[src/rtl/cpu_pkg.sv]
// cpu_pkg: definitions shared by the instruction-memory write path (prog_loader)
// and the fetch/decode side (control).
//   INSTR_W         instruction word width
//   loader_state_t  prog_loader FSM states
//   *_MSB / *_LSB   instruction field positions; imm overlaps the register
//                   fields and is only meaningful in immediate-form instructions
package cpu_pkg;

    localparam int INSTR_W = 32;

    typedef enum logic [1:0] {
        IDLE  = 2'd0,
        LOAD  = 2'd1,
        FLUSH = 2'd2,
        DONE  = 2'd3
    } loader_state_t;

    localparam int FUNC_MSB   = 31;
    localparam int FUNC_LSB   = 28;
    localparam int TYPE_MSB   = 27;
    localparam int TYPE_LSB   = 26;
    localparam int OPCODE_MSB = 25;
    localparam int OPCODE_LSB = 20;
    localparam int RD_MSB     = 19;
    localparam int RD_LSB     = 15;
    localparam int R1_MSB     = 14;
    localparam int R1_LSB     = 10;
    localparam int HI_MSB     = 9;
    localparam int HI_LSB     = 9;
    localparam int R2_MSB     = 8;
    localparam int R2_LSB     = 4;
    localparam int IMM_MSB    = 15;
    localparam int IMM_LSB    = 0;

endpackage

[src/rtl/prog_loader_byte_packer.sv]
// byte_packer: assembles a little-endian 32-bit word from a byte stream.
// Bytes land in lane idx (0..3); idx advances on every push. A word is
// presented (word_valid) on the push that fills lane 3 or carries last; any
// lane above the current one is presented as zero.
// Ports:
//   clk, rst        clock, asynchronous active-low reset
//   clear           restart assembly at lane 0
//   push, data      byte transfer and its value
//   last            this push is the final byte of the image
//   word            assembled word (valid together with word_valid)
//   word_valid      a word completes on this push
//   partial         the completing push is not in lane 3
module byte_packer
    import cpu_pkg::*;
(
    input  logic               clk,
    input  logic               rst,
    input  logic               clear,
    input  logic               push,
    input  logic               last,
    input  logic [7:0]         data,
    output logic [INSTR_W-1:0] word,
    output logic               word_valid,
    output logic               partial
);

    logic [1:0] idx_q;
    logic [7:0] lane_q [0:2];

    // NOTE: sequential state uses non-blocking assignments so every register
    // samples the pre-edge values of the others, independent of block order.
    always_ff @(posedge clk or negedge rst) begin
        if (!rst) begin
            idx_q <= 2'd0;
        end else if (clear) begin
            idx_q <= 2'd0;
        end else if (push) begin
            idx_q <= idx_q + 2'd1;
        end
    end

    // NOTE: the lane holding registers are pure datapath and carry no reset;
    // a lane is only ever read after it was written in the current word.
    always_ff @(posedge clk) begin
        if (push && idx_q != 2'd3) begin
            lane_q[idx_q] <= data;
        end
    end

    // NOTE: every output of this block gets a default first, so no path can
    // leave it unassigned and infer a latch.
    always_comb begin
        word = '0;
        for (int k = 0; k < 3; k++) begin
            if (2'(k) < idx_q) begin
                word[8*k +: 8] = lane_q[k];
            end
        end
        word[{idx_q, 3'b000} +: 8] = data;
        word_valid = push && (idx_q == 2'd3 || last);
        partial    = (idx_q != 2'd3);
    end

endmodule

[src/rtl/prog_loader.sv]
// prog_loader: fills the instruction memory from a little-endian byte stream,
// holding the CPU off until the image is fully written.
// Ports:
//   clk, rst        clock, asynchronous active-low reset
//   start           pulse: begin a load (honoured in IDLE and DONE only)
//   s_data/s_valid/s_last/s_ready   byte stream, transfer on s_valid && s_ready
//   mem_we/mem_addr/mem_wdata       one-cycle instruction-memory write
//   cpu_enable      releases control once the load has completed
//   done            load complete
//   words_loaded    writes issued in the current/last load, saturates at DEPTH
//   err_partial     sticky: image length not a multiple of 4 bytes
//   err_ovf         sticky: image longer than DEPTH words
module prog_loader
    import cpu_pkg::*;
#(
    parameter int ADDR_W = 10,
    parameter int DEPTH  = 1024
) (
    input  logic               clk,
    input  logic               rst,
    input  logic               start,
    input  logic [7:0]         s_data,
    input  logic               s_valid,
    input  logic               s_last,
    output logic               s_ready,
    output logic               mem_we,
    output logic [ADDR_W-1:0]  mem_addr,
    output logic [INSTR_W-1:0] mem_wdata,
    output logic               cpu_enable,
    output logic               done,
    output logic [ADDR_W:0]    words_loaded,
    output logic               err_partial,
    output logic               err_ovf
);

    localparam logic [ADDR_W:0] DEPTH_W = (ADDR_W + 1)'(DEPTH);

    loader_state_t      state_q, state_d;
    logic               clear;
    logic               xfer;
    logic [INSTR_W-1:0] word;
    logic               word_valid;
    logic               partial;

    // s_ready is only ever high in LOAD, so it alone qualifies a transfer.
    assign xfer = s_valid && s_ready;

    byte_packer u_packer (
        .clk        (clk),
        .rst        (rst),
        .clear      (clear),
        .push       (xfer),
        .last       (s_last),
        .data       (s_data),
        .word       (word),
        .word_valid (word_valid),
        .partial    (partial)
    );

    always_comb begin
        state_d = state_q;
        clear   = 1'b0;
        unique case (state_q)
            IDLE, DONE: begin
                if (start) begin
                    state_d = LOAD;
                    clear   = 1'b1;
                end
            end
            LOAD: begin
                if (xfer && s_last) begin
                    state_d = FLUSH;
                end
            end
            FLUSH:   state_d = DONE;
            default: state_d = IDLE;
        endcase
    end

    // Status outputs are registered from the next state, so s_ready rises one
    // edge after start and cpu_enable rises only after the final write edge.
    always_ff @(posedge clk or negedge rst) begin
        if (!rst) begin
            state_q      <= IDLE;
            s_ready      <= 1'b0;
            mem_we       <= 1'b0;
            mem_addr     <= '0;
            mem_wdata    <= '0;
            cpu_enable   <= 1'b0;
            done         <= 1'b0;
            words_loaded <= '0;
            err_partial  <= 1'b0;
            err_ovf      <= 1'b0;
        end else begin
            state_q    <= state_d;
            s_ready    <= (state_d == LOAD);
            cpu_enable <= (state_d == DONE);
            done       <= (state_d == DONE);
            mem_we     <= 1'b0;
            if (clear) begin
                mem_addr     <= '0;
                words_loaded <= '0;
                err_partial  <= 1'b0;
                err_ovf      <= 1'b0;
            end else if (word_valid) begin
                if (partial) begin
                    err_partial <= 1'b1;
                end
                // words_loaded doubles as the next write address; it stops at
                // DEPTH so the address never wraps back onto written words.
                if (words_loaded < DEPTH_W) begin
                    mem_we       <= 1'b1;
                    mem_addr     <= words_loaded[ADDR_W-1:0];
                    mem_wdata    <= word;
                    words_loaded <= words_loaded + 1'b1;
                end else begin
                    err_ovf <= 1'b1;
                end
            end
        end
    end

endmodule

[config.mk]
export PLATFORM = sky130hd
export DESIGN_NAME = prog_loader
export DESIGN_NICKNAME = d
export VERILOG_FILES = /design/src/rtl/cpu_pkg.sv /design/src/rtl/prog_loader_byte_packer.sv /design/src/rtl/prog_loader.sv
export SDC_FILE = /design/constraint.sdc
export NUM_CORES = 1
export LEC_CHECK = 0
export ABC_AREA = 1
export CELL_PAD_IN_SITES_DETAIL_PLACEMENT = 2
export CELL_PAD_IN_SITES_GLOBAL_PLACEMENT = 2
export CORE_UTILIZATION = 31
export CTS_CLUSTER_SIZE = 24
export DETAILED_ROUTE_END_ITERATION = 16
export GPL_TIMING_DRIVEN = 0
export PLACE_DENSITY = 0.84
export SYNTH_ARGS = -nofsm -noshare
export SYNTH_HDL_FRONTEND = slang
export SYNTH_SLANG_ARGS = --single-unit
[constraint.sdc]
create_clock -name clk -period 2.7 [get_ports clk]
set_clock_uncertainty 0.2 [all_clocks]
set_input_delay 0.405 -clock clk [delete_from_list [all_inputs] [get_ports clk]]
set_output_delay 0.405 -clock clk [all_outputs]
set_load 0.03 [all_outputs]
Word-level counts from Yosys, hierarchy flattened
Memory sizes are Yosys's and may differ from the RTL's.
Cells that the tools add are included.
{"block": "op_classes", "addsub": 3, "n_lt_le_gt_ge": 4, "eq_ne": 8, "shift": 2, "muxes": 28, "bitwise": 1, "reduce_logical": 15}
{"operator": "$mux 11", "n": 3}
{"operator": "$bwmux 32", "n": 1}
{"operator": "$shift 8x7->32 const A", "n": 1}
{"operator": "$shiftx 8x7->32", "n": 1}
{"operator": "$mux 10", "n": 3}
{"operator": "$mux 8", "n": 3}
{"operator": "$mux 1", "n": 13}
{"operator": "$add 11x1->11 const B", "n": 1}
{"operator": "$lt 11x11->1 const B", "n": 1}
{"operator": "$eq 2x2->1 const B", "n": 4}
{"operator": "$mux 2", "n": 4}
{"operator": "$reduce_bool 2->1", "n": 4}
{"operator": "$neg 5->7", "n": 1}
{"operator": "$pmux 2 s3", "n": 1}
{"operator": "$reduce_and 2->1", "n": 3}
{"operator": "$eq 2x1->1 const B", "n": 2}
{"operator": "$logic_and 1x1->1", "n": 4}
{"operator": "$lt 1x2->1 const A", "n": 2}
{"operator": "$ne 2x2->1 const B", "n": 2}
{"operator": "$reduce_and 3->1", "n": 1}
{"operator": "$add 2x1->2 const B", "n": 1}
{"operator": "$logic_not 2->1", "n": 1}
{"operator": "$lt 2x2->1 const A", "n": 1}
{"operator": "$reduce_or 2->1", "n": 1}
{"operator": "2 further kinds", "n": 2}
{"block": "totals", "regBits": 62, "mem_bits_rw": 24, "in_bits": 13, "output_inout_bits": 59, "word_cells": 72, "n_memories": 1}
{"name": "u_packer.lane_q", "words": 3, "width": 8, "rd": 3, "rd_ports_with_merged_regs": 0, "write_ports": 1, "line_no": "prog_loader_byte_packer.sv:28", "source": "logic [7:0] lane_q [0:2];"}

Depth between registers and ports, before layout
Gate-level depths: netlist of run 1.
{"block": "depth", "ltp_word": 5, "depth_mapped": 9, "depth_no_buf": 9}

By module
From an unflattened synthesis of run 1, not the netlist that was laid out.
{"block": "hier_totals", "cells_unflattened": 463, "area_unflattened_um2": 4027.6}
{"mod": "prog_loader", "n_inst": 1, "cells_each": 288, "area_per_inst_um2": 2557.5, "seq_area_each_um2": 1501.4}
{"mod": "byte_packer", "n_inst": 1, "cells_each": 175, "area_per_inst_um2": 1470.2, "seq_area_each_um2": 770.7}

Least setup slack after synthesis of run 1
No wires, ideal clock.
{"block": "synth_path", "path_kind": "register to register", "start": "register u_packer.idx_q[0]", "end": "memory u_packer.lane_q[0][0], enable pin", "setup_ns": 0.370, "arrival_time_ns": 1.611, "required_ns": 2.130, "setup_slack_ns": 0.519, "path_stages_with_launch": 7, "n_path_buf": 2, "synth_period_minus_slack_ns": 2.181, "cell_sequence": "dfrtp_1 > buf_2 > inv_1 > ha_1 > inv_1 > clkbuf_1 > nor2_1"}
{"block": "synth_via", "elab_chain_len": 4}
{"item": "start, declared", "line_no": "prog_loader_byte_packer.sv:27", "source": "logic [1:0] idx_q;"}
{"item": "start signal, assigned", "line_no": "prog_loader_byte_packer.sv:38", "source": "idx_q <= idx_q + 2'd1;"}
{"item": "$ne 2x2->1", "line_no": "prog_loader_byte_packer.sv:45", "source": "if (push && idx_q != 2'd3) begin"}
{"item": "$logic_and 1x1->1", "line_no": "prog_loader_byte_packer.sv:45"}
{"item": "$mux 1", "line_no": "prog_loader_byte_packer.sv:45"}
{"item": "$mux 1 (implied by the code)", "line_no": "prog_loader_byte_packer.sv:46", "source": "lane_q[idx_q] <= data;"}
{"item": "end, declared", "line_no": "prog_loader_byte_packer.sv:28"}
Parallel ways exist; a longest one is shown, timed or not.

Final worst setup path of run 1
{"block": "layout_path", "start": "register u_packer.idx_q[0]", "end": "memory u_packer.lane_q[0][7], enable pin"}
The elaborated chain is that of the path after synthesis.

==> results of run 1 <==
registers in the layout, indices dropped and copies added (netlist names):
signal,flops
words_loaded,11
done,1
mem_addr,10
err_partial,1
u_packer.lane_q,24
s_ready,1
mem_wdata,32
err_ovf,1
u_packer.idx_q,2
state_q,2
mem_we,1
cells in the final DEF, fill, tap and decap left out:
master and n:
xnor2_1 1, o21a_1 1, clkdlybuf4s50_1 70, buf_6 3, dfrtp_1 62, inv_8 1, inv_2 4, nand3_1 45
buf_2 9, nor2_2 1, clkinv_4 2, nor2_1 22, buf_1 1, inv_1 38, nor2_4 1, inv_6 3
a21oi_1 5, dlygate4sd3_1 1, clkinv_1 1, nand3_2 1, edfxtp_1 24, clkbuf_16 9, buf_4 4, ha_1 11
o22ai_1 1, o21ai_0 34, o21ai_1 9, nand2_2 2, nand2_1 152, clkbuf_2 2, nand4_1 5, inv_4 1
synthesized netlist by cell type:
cell type and number:
nand2_1 152, dfrtp_1 62, nand3_1 45, inv_1 38, o21ai_0 34, edfxtp_1 24
nor2_1 23, ha_1 11, buf_2 9, o21ai_1 9, a21oi_1 5, nand4_1 5
inv_2 4, buf_6 3, clkbuf_1 2, nand2_2 2, buf_1 1, buf_4 1
clkinv_1 1, nand3_2 1, nor2_4 1, o21a_1 1, o22ai_1 1, xnor2_1 1
worst min-delay path by stage:
stage                  start            end  slack, ps  cells past startpoint
2_1_floorplan            rst           done        -90                      0
3_3_place_gp     mem_addr[8]    mem_addr[8]        260                      2
3_5_place_dp   mem_wdata[11]  mem_wdata[11]        260                      2
4_1_cts        mem_wdata[11]  mem_wdata[11]        280                      2
5_1_grt        mem_wdata[12]  mem_wdata[12]        300                      2
6_report       mem_wdata[11]  mem_wdata[11]        270                      2
timing repair:
item	CTS	global route
pin swaps	0	1
setup endpoints to repair	9	24
setup buffers	0	2
hold buffers	1	0
gates resized for setup	2	2
hold endpoints to repair	2	0
area by class of cell:
type                       instances  share of cell area
buffer                            16              0.0196
clock buffer                       9              0.0440
clock inverter                     7              0.0120
inverter                          43              0.0316
multi-input combinational        291               0.264
sequential                        86               0.444
tap                              168              0.0411
timing repair buffer              74               0.143
cells by family (layout without fill, tap and decap cells):
family	count (synthesis)	after routing
XOR/XNOR	1	1
adder cells (fa/ha/maj)	11	11
flip-flops	86	86
AND/OR/NAND/NOR	229	229
buffers and inverters	59	149
AO/OA/AOI/OAI	50	50
routing by layer:
metal,up-vias,track usage
met5,-,0
met4,0,0.0736
met3,19,0.0388
met2,68,0.377
met1,1689,0.245
li1,1579,-
worst min-delay path, cell delays in order (launching register included):
cell and delay, ps:
dfrtp_1 340, nand2_1 50, nand2_1 50
power by group:
group,switching [mW],total (mW),internal [mW]
clock network,0.587,1.23,0.645
logic,1.41,2.11,0.696
registers,0.169,1.78,1.61
total,2.17,5.12,2.95
==> results.yml, run 1 <==
clock_network:
  clk_pin_slew_ps: 70
  root_buffer: "clkbuf_16"
  clk_latency_ps: 350
  cts_buffers: 9
  cts_tree: "done"
  cts_max_path_buffers: 2
  cts_num_sinks: 86
  cts_max_level: 3
synth:
  synth_seq_cells: 86
  synth_compound_area_frac: 0.0655
  synth_top_cell_area_share: 0.400
  synthCells: 436
  ys_types: 24
  syn_area_um2: 3880
  netlist_top_cells_area: "dfrtp_1, edfxtp_1, nand2_1, nand3_1, o21ai_0"
  syn-num-nets: 460
  synth_top_family_by_area: "simple AND/OR/NAND/NOR gates"
  synth-xor-area-share: 0.00226
  ys_seq_area_frac: 0.586
  synthAdderAreaFrac: 0.0355
  yosys.area.top_type: "dfrtp_1"
  synthSimpleGateAreaFrac: 0.244
  yosysWarnings: 0
  synthMuxAreaShare: 0
  synth_area_per_cell_um2: 8.90
sta:
  rsz0062_at_grt: "false"
  finalSetupTns_ps: 0
  worst_hold_slack_ps: 275
  setup_violations: 0
  hold_violations: 0
  relSlewSlack: 0.443
  fin_crit_sh: 0.932
  finalMaxSlewViolations: 0
  fin_crit_ps: 2520
  worst_slack_ps: 183
  max_slew.worst_pin.slew_ps: 836
  max_freq_mhz: 397
global_routing:
  gr-total-overflow: 0
  grt_usage: 0.208
  antenna_found_initial: 0
  grt_max_degree: 63
  grt_pass1_wl_mm: 20.3
  grt_pass1_vias: 3814
layout:
  final_cell_area_um2: 5110
  finalNetCount: 545
  multi_input_area_um2: 1350
  n_antenna_cell: 0
  drive_gt1_frac: 0.0817
  register_area_um2: 2270
  fillers: 1355
  area_growth_pct: 31.8
  fin_cells: 694
  final_core_util: 0.422
floorplanning:
  start_util: 0.320
  rows: 40
  die_h_um: 114
  ioPinCount: 72
  coreArea_um2: 12100
  dieArea_um2: 13000
  die_width_um: 114
setup_path:
  path_delay_family: "buffers and inverters"
  worst-path-max-fanout: 10
  worstSetupEndpointType: "flop"
  critPathBufInv: 4
  worstPathArrival_ps: 2310
  start_kind: "flop"
  ff2ff_path_depth: 6
  critPathKind: "flop to flop"
  endpoint: "u_packer.lane_q[0][7]"
  crit_path_frequent_cell: "inv_1"
  reg2reg_from: "u_packer.idx_q[0]"
  reg2reg_to: "u_packer.lane_q[0][7]"
  slowest_delay_ps: 460
  crit_start: "u_packer.idx_q[0]"
  rrSetupSlack_ps: 180
  worstPathCellList: "buf_2 > inv_1 > ha_1 > inv_1 > clkbuf_2 > nor2_2"
  worstPathRequired_ps: 2490
  worst-path-stages: 6
  slowest_stage: "nor2_2"
placement:
  dp_worst_setup_slack_ps: -92.9
  portBuffers: 71
  dpl.hpwl_mm: 8.34
  dp.cells: 675
  gp_congestion: 0.767
  placed_cell_area_um2: 4800
power_and_ir_drop:
  vdd.ir_drop.worst_uv: 395
  power_density_nw_per_um2: 1000
  power.total_mw: 5.12
  p_leak_nw: 2.34
drt:
  met1Wirelength_mm: 5.17
  drc: 0
  first_pass_iters: 4
  wl_met2_mm: 6.34
  ant_nets: 0
  drt-total-wl_mm: 12.1
  vias: 3355
  topRoutingLayerUsed: "met4"
  wl_per_cell_um: 17.5
  met3_length_um: 402
  avgViaCountPerCell: 4.83
  drt-initial-drc-count: 103
run_status:
  run_status: "finished, final reports clean"
min_path:
  hold_class: "flop to flop"
flow_run:
  max-cap-violations: 0
(Power assumes the default switching activity.)
==> run 2, diff against run 1 <==
--- a/config.mk
+++ b/config.mk
@@ -8,6 +8,7 @@
 export ABC_AREA = 1
 export CELL_PAD_IN_SITES_DETAIL_PLACEMENT = 2
 export CELL_PAD_IN_SITES_GLOBAL_PLACEMENT = 2
+export CORE_ASPECT_RATIO = 0.6
 export CORE_UTILIZATION = 31
 export CTS_CLUSTER_SIZE = 24
 export DETAILED_ROUTE_END_ITERATION = 16
==> results.yml, run 2 (same netlist as run 1, synthesis figures left out) <==
flow_run:
  max-cap-violations: 0
sta:
  max_freq_mhz: 392
  fin_crit_ps: 2550
  worst_slack_ps: 148
  relSlewSlack: 0.436
  rsz0062_at_grt: "true"
  max_slew.worst_pin.slew_ps: 847
  setup_violations: 0
  fin_crit_sh: 0.945
  hold_violations: 62
  worst_hold_slack_ps: -29.7
  finalSetupTns_ps: 0
  finalMaxSlewViolations: 0
layout:
  fillers: 1337
  final_cell_area_um2: 5110
  regMostFlops: "mem_wdata"
  n_antenna_cell: 0
  reg_top3: "mem_wdata: 32 flops, u_packer.lane_q: 24 flops, words_loaded: 11 flops"
  layout_common_cells: "nand2_1, clkdlybuf4s50_1, dfrtp_1"
  largest_register_ffs: 32
  mostFrequentLayoutCell: "nand2_1"
  finalNetCount: 542
  area_growth_pct: 31.7
  drive_gt1_frac: 0.0765
setup_path:
  ff2ff_path_depth: 8
  worst-path-max-fanout: 10
  rrSetupSlack_ps: 150
  start_kind: "flop"
  worstSetupEndpointType: "flop"
  critPathKind: "flop to flop"
  worstPathRequired_ps: 2790
  reg2reg_from: "u_packer.idx_q[1]"
  reg2reg_to: "mem_wdata[13]"
  worstPathArrival_ps: 2640
drt:
  drt-total-wl_mm: 12.6
  vias: 3367
  drc: 0
  avgViaCountPerCell: 4.89
  ant_nets: 0
  drt-initial-drc-count: 139
  first_pass_iters: 4
  wl_per_cell_um: 18.3
min_path:
  hold_class: "primary input to asynchronous set/reset pin"
floorplanning:
  die_width_um: 146
  rows: 31
  dieArea_um2: 13000
  ioPinCount: 72
  die_h_um: 88.6
  start_util: 0.319
  coreArea_um2: 12100
global_routing:
  grt_pass1_wl_mm: 20.6
  grt_max_degree: 63
  grt_pass1_vias: 3721
  gr-total-overflow: 0
  antenna_found_initial: 0
  grt_usage: 0.212
placement:
  placed_cell_area_um2: 4790
  dpl.hpwl_mm: 9.03
  gp_congestion: 0.786
  portBuffers: 71
  dp_worst_setup_slack_ps: -50.9
power_and_ir_drop:
  seqPwrFrac: 0.345
  switching_share: 0.408
  pwr-share-comb: 0.404
  clkPwrFrac: 0.250
  p_int_mw: 3.07
  power_density_nw_per_um2: 1010
  vdd.ir_drop.worst_uv: 435
  power_switching_mw: 2.11
  p_leak_nw: 2.33
clock_network:
  cts_buffers: 9
  cts_num_sinks: 86
  cts_max_level: 3
  clk_latency_ps: 340
  cts_tree: "done"
  clk_pin_slew_ps: 60
  cts_setup_buffers: 0
  root_buffer: "clkbuf_16"
  cts_max_path_buffers: 2
run_status:
  violations: "hold timing"
  run_status: "complete, but fails checks"
-- run 2: cell count changes in the layout (fill, tap and decap cells not counted) --
cell / before / now
buf_4: 4 / 2
inv_6: 3 / 0
clkinv_2: 0 / 2
bufinv_16: 0 / 1
dlygate4sd3_1: 1 / 0
inv_4: 1 / 0
clkinv_1: 1 / 2
clkbuf_16: 9 / 10
clkinv_4: 2 / 0
inv_8: 1 / 0
clkinvlp_4: 0 / 2
-- run 2: worst max path at each step --
stage / startpoint / endpoint / slack (ps) / cells past startpoint
after floorplan: u_packer.idx_q[0] / u_packer.lane_q[0][0] / 520 / 6
after global placement: rst / mem_wdata[2] / -1130 / 1
after detailed placement: u_packer.idx_q[1] / u_packer.lane_q[0][3] / -50 / 6
after CTS: u_packer.idx_q[0] / u_packer.lane_q[0][5] / 110 / 6
after global routing: u_packer.idx_q[0] / mem_wdata[8] / -20 / 8
final: u_packer.idx_q[1] / mem_wdata[13] / 150 / 8
-- run 2: stage by stage --
step / power [mW] / std cells / utilization
4_1_cts: 5.24 / 688 / 0.421
5_1_grt: 5.50 / 688 / 0.421
2_1_floorplan: 3.02 / 436 / -
3_3_place_gp: 3.76 / 672 / 0.395
6_report: 5.17 / 688 / 0.421
3_5_place_dp: 3.88 / 672 / 0.395
-- run 2: power by group through the flow --
stage,logic [mW],registers (mW),clock network [mW]
after floorplan,0.884,2.14,0
after global placement,1.97,1.78,0
after detailed placement,2.08,1.81,0
after CTS,2.11,1.79,1.33
after global routing,2.31,1.82,1.37
final,2.09,1.79,1.29
-- run 2: routing by layer --
layer / vias up / part of all wire / wire length, um / track usage
li1: 1562 / - / - / -
met1: 1714 / 0.49 / 6120 / 0.286
met2: 78 / 0.45 / 5710 / 0.342
met3: 13 / 0.048 / 602 / 0.0531
met4: 0 / 0.011 / 137 / 0.0606
met5: - / 0 / 0 / 0
-- run 2: final cells by class --
| cell class | count | area (um^2) | area share |
|---|---|---|---|
| plain buffers | 16 | 100 | 0.0196 |
| clock buffers | 10 | 250 | 0.0490 |
| clock inverters | 6 | 58.8 | 0.0115 |
| inverters | 43 | 161 | 0.0316 |
| multi-input cells | 291 | 1350 | 0.264 |
| flip-flops and latches | 86 | 2270 | 0.445 |
| well taps | 165 | 206 | 0.0404 |
| repair buffers | 71 | 708 | 0.139 |
-- run 2: worst max-delay path, stage by stage, from the launching register on --
cell and delay (ps):
dfrtp_1 480, clkbuf_2 320, inv_1 160, ha_1 240
clkinv_1 190, nand3_1 290, o21ai_0 420, nand2_1 110
nand2_1 70
-- run 2: timing repair --
item | 4_1_cts | 5_1_grt
resized for setup | 2 | 2
hold buffers | 0 | 0
endpoints found under the setup margin | 9 | 12
==> run 3, diff against run 2 <==
--- a/config.mk
+++ b/config.mk
@@ -14,6 +14,7 @@
 export DETAILED_ROUTE_END_ITERATION = 16
 export GPL_TIMING_DRIVEN = 0
 export PLACE_DENSITY = 0.84
+export SKIP_CTS_REPAIR_TIMING = 1
 export SYNTH_ARGS = -nofsm -noshare
 export SYNTH_HDL_FRONTEND = slang
 export SYNTH_SLANG_ARGS = --single-unit
==> results.yml, run 3 (same netlist as run 1, synthesis figures left out) <==
run_status:
  run_status: "complete, but fails checks"
  violations: "hold timing"
sta:
  worst_hold_slack_ps: -31.8
  hold_violations: 62
  rsz0062_at_grt: "false"
  setup_violations: 0
  fin_crit_sh: 0.928
  worst_slack_ps: 193
  max_freq_mhz: 399
  fin_crit_ps: 2510
  finalSetupTns_ps: 0
  max_slew.worst_pin.slew_ps: 846
  finalMaxSlewViolations: 0
  relSlewSlack: 0.436
drt:
  drt-total-wl_mm: 12.6
  ant_nets: 0
  first_pass_iters: 4
  vias: 3368
  drc: 0
  wl_per_cell_um: 18.3
  avgViaCountPerCell: 4.90
  drt-initial-drc-count: 131
global_routing:
  grt_usage: 0.212
  grt_max_degree: 63
  gr-total-overflow: 0
  grt_pass1_wl_mm: 20.6
  grt_pass1_vias: 3711
  antenna_found_initial: 0
floorplanning:
  start_util: 0.319
  die_width_um: 146
  rows: 31
  dieArea_um2: 13000
  ioPinCount: 72
  coreArea_um2: 12100
  die_h_um: 88.6
clock_network:
  clk_pin_slew_ps: 60
  cts_tree: "done"
  cts_max_path_buffers: 2
  cts_num_sinks: 86
  root_buffer: "clkbuf_16"
  cts_max_level: 3
  cts_buffers: 9
  clk_latency_ps: 340
power_and_ir_drop:
  vdd.ir_drop.worst_uv: 435
  power.total_mw: 5.18
  p_leak_nw: 2.33
  power_density_nw_per_um2: 1010
min_path:
  hold_class: "primary input to asynchronous set/reset pin"
placement:
  portBuffers: 71
  dp_worst_setup_slack_ps: -50.9
  dp.cells: 672
  dpl.hpwl_mm: 9.03
  gp_congestion: 0.786
layout:
  regMostFlops: "mem_wdata"
  fin_cells: 688
  mostFrequentLayoutCell: "nand2_1"
  reg_top3: "mem_wdata: 32 flops, u_packer.lane_q: 24 flops, words_loaded: 11 flops"
  finalNetCount: 542
  layout_common_cells: "nand2_1, clkdlybuf4s50_1, dfrtp_1"
  area_growth_pct: 31.7
  drive_gt1_frac: 0.0765
  multi_input_area_um2: 1350
  fillers: 1337
  largest_register_ffs: 32
  register_area_um2: 2270
  n_antenna_cell: 0
setup_path:
  worstPathArrival_ps: 2300
  worst-path-max-fanout: 10
  worstPathRequired_ps: 2500
  start_kind: "flop"
  worstSetupEndpointType: "flop"
  critPathKind: "flop to flop"
flow_run:
  max-cap-violations: 0
-- run 3: cell counts in the layout (fill, tap and decap cells not counted) --
Identical to the previous run, type by type.
-- run 3: layer usage --
metal	vias to the layer above	global-route usage	wire (um)
met5	-	0	0
met4	0	0.0559	120
met3	13	0.0526	657
met2	82	0.347	5710
met1	1711	0.284	6080
li1	1562	-	-
-- run 3: worst max-delay path, cell delays in order, from the launching register on --
cell      delay, ps
dfrtp_1         450
buf_2           220
inv_1           250
ha_1            250
inv_1           140
clkbuf_2        240
nor2_2          400
-- run 3: power breakdown --
group | switching [mW] | internal [mW]
sequential | 0.170 | 1.61
combinational | 1.41 | 0.686
clock | 0.531 | 0.767
-- run 3: path summary, 6_finish.rpt --
kind                                         from                    end  slack (ps)  depth (start not counted)
worst min-delay path                          rst            mem_addr[1]         -30                          1
max in group asynchronous                     rst      u_packer.idx_q[1]        1790                          1
min in group clk                      mem_addr[9]            mem_addr[9]         280                          2
worst min register to register        mem_addr[9]            mem_addr[9]         280                          2
worst max register to register  u_packer.idx_q[0]  u_packer.lane_q[0][5]         190                          6
worst max-delay path            u_packer.idx_q[0]  u_packer.lane_q[0][5]         190                          6
-- run 3: area by class of cell --
cell class | instances | area share
sequential | 86 | 0.445
multi-input combinational | 291 | 0.264
timing repair buffer | 71 | 0.139
clock buffer | 10 | 0.0490
tap | 165 | 0.0404
inverter | 43 | 0.0316
buffer | 16 | 0.0196
clock inverter | 6 | 0.0115
-- run 3: through the flow --
| step | area [um^2] | hold slack [ps] | utilization |
|---|---|---|---|
| after floorplan | 3880 | -90.6 | - |
| final | 5110 | -31.8 | 0.421 |
| after global routing | 5110 | 21.9 | 0.421 |
| after detailed placement | 4790 | 276 | 0.395 |
| after global placement | 4800 | 257 | 0.395 |
| after CTS | 5100 | 2.37 | 0.420 |
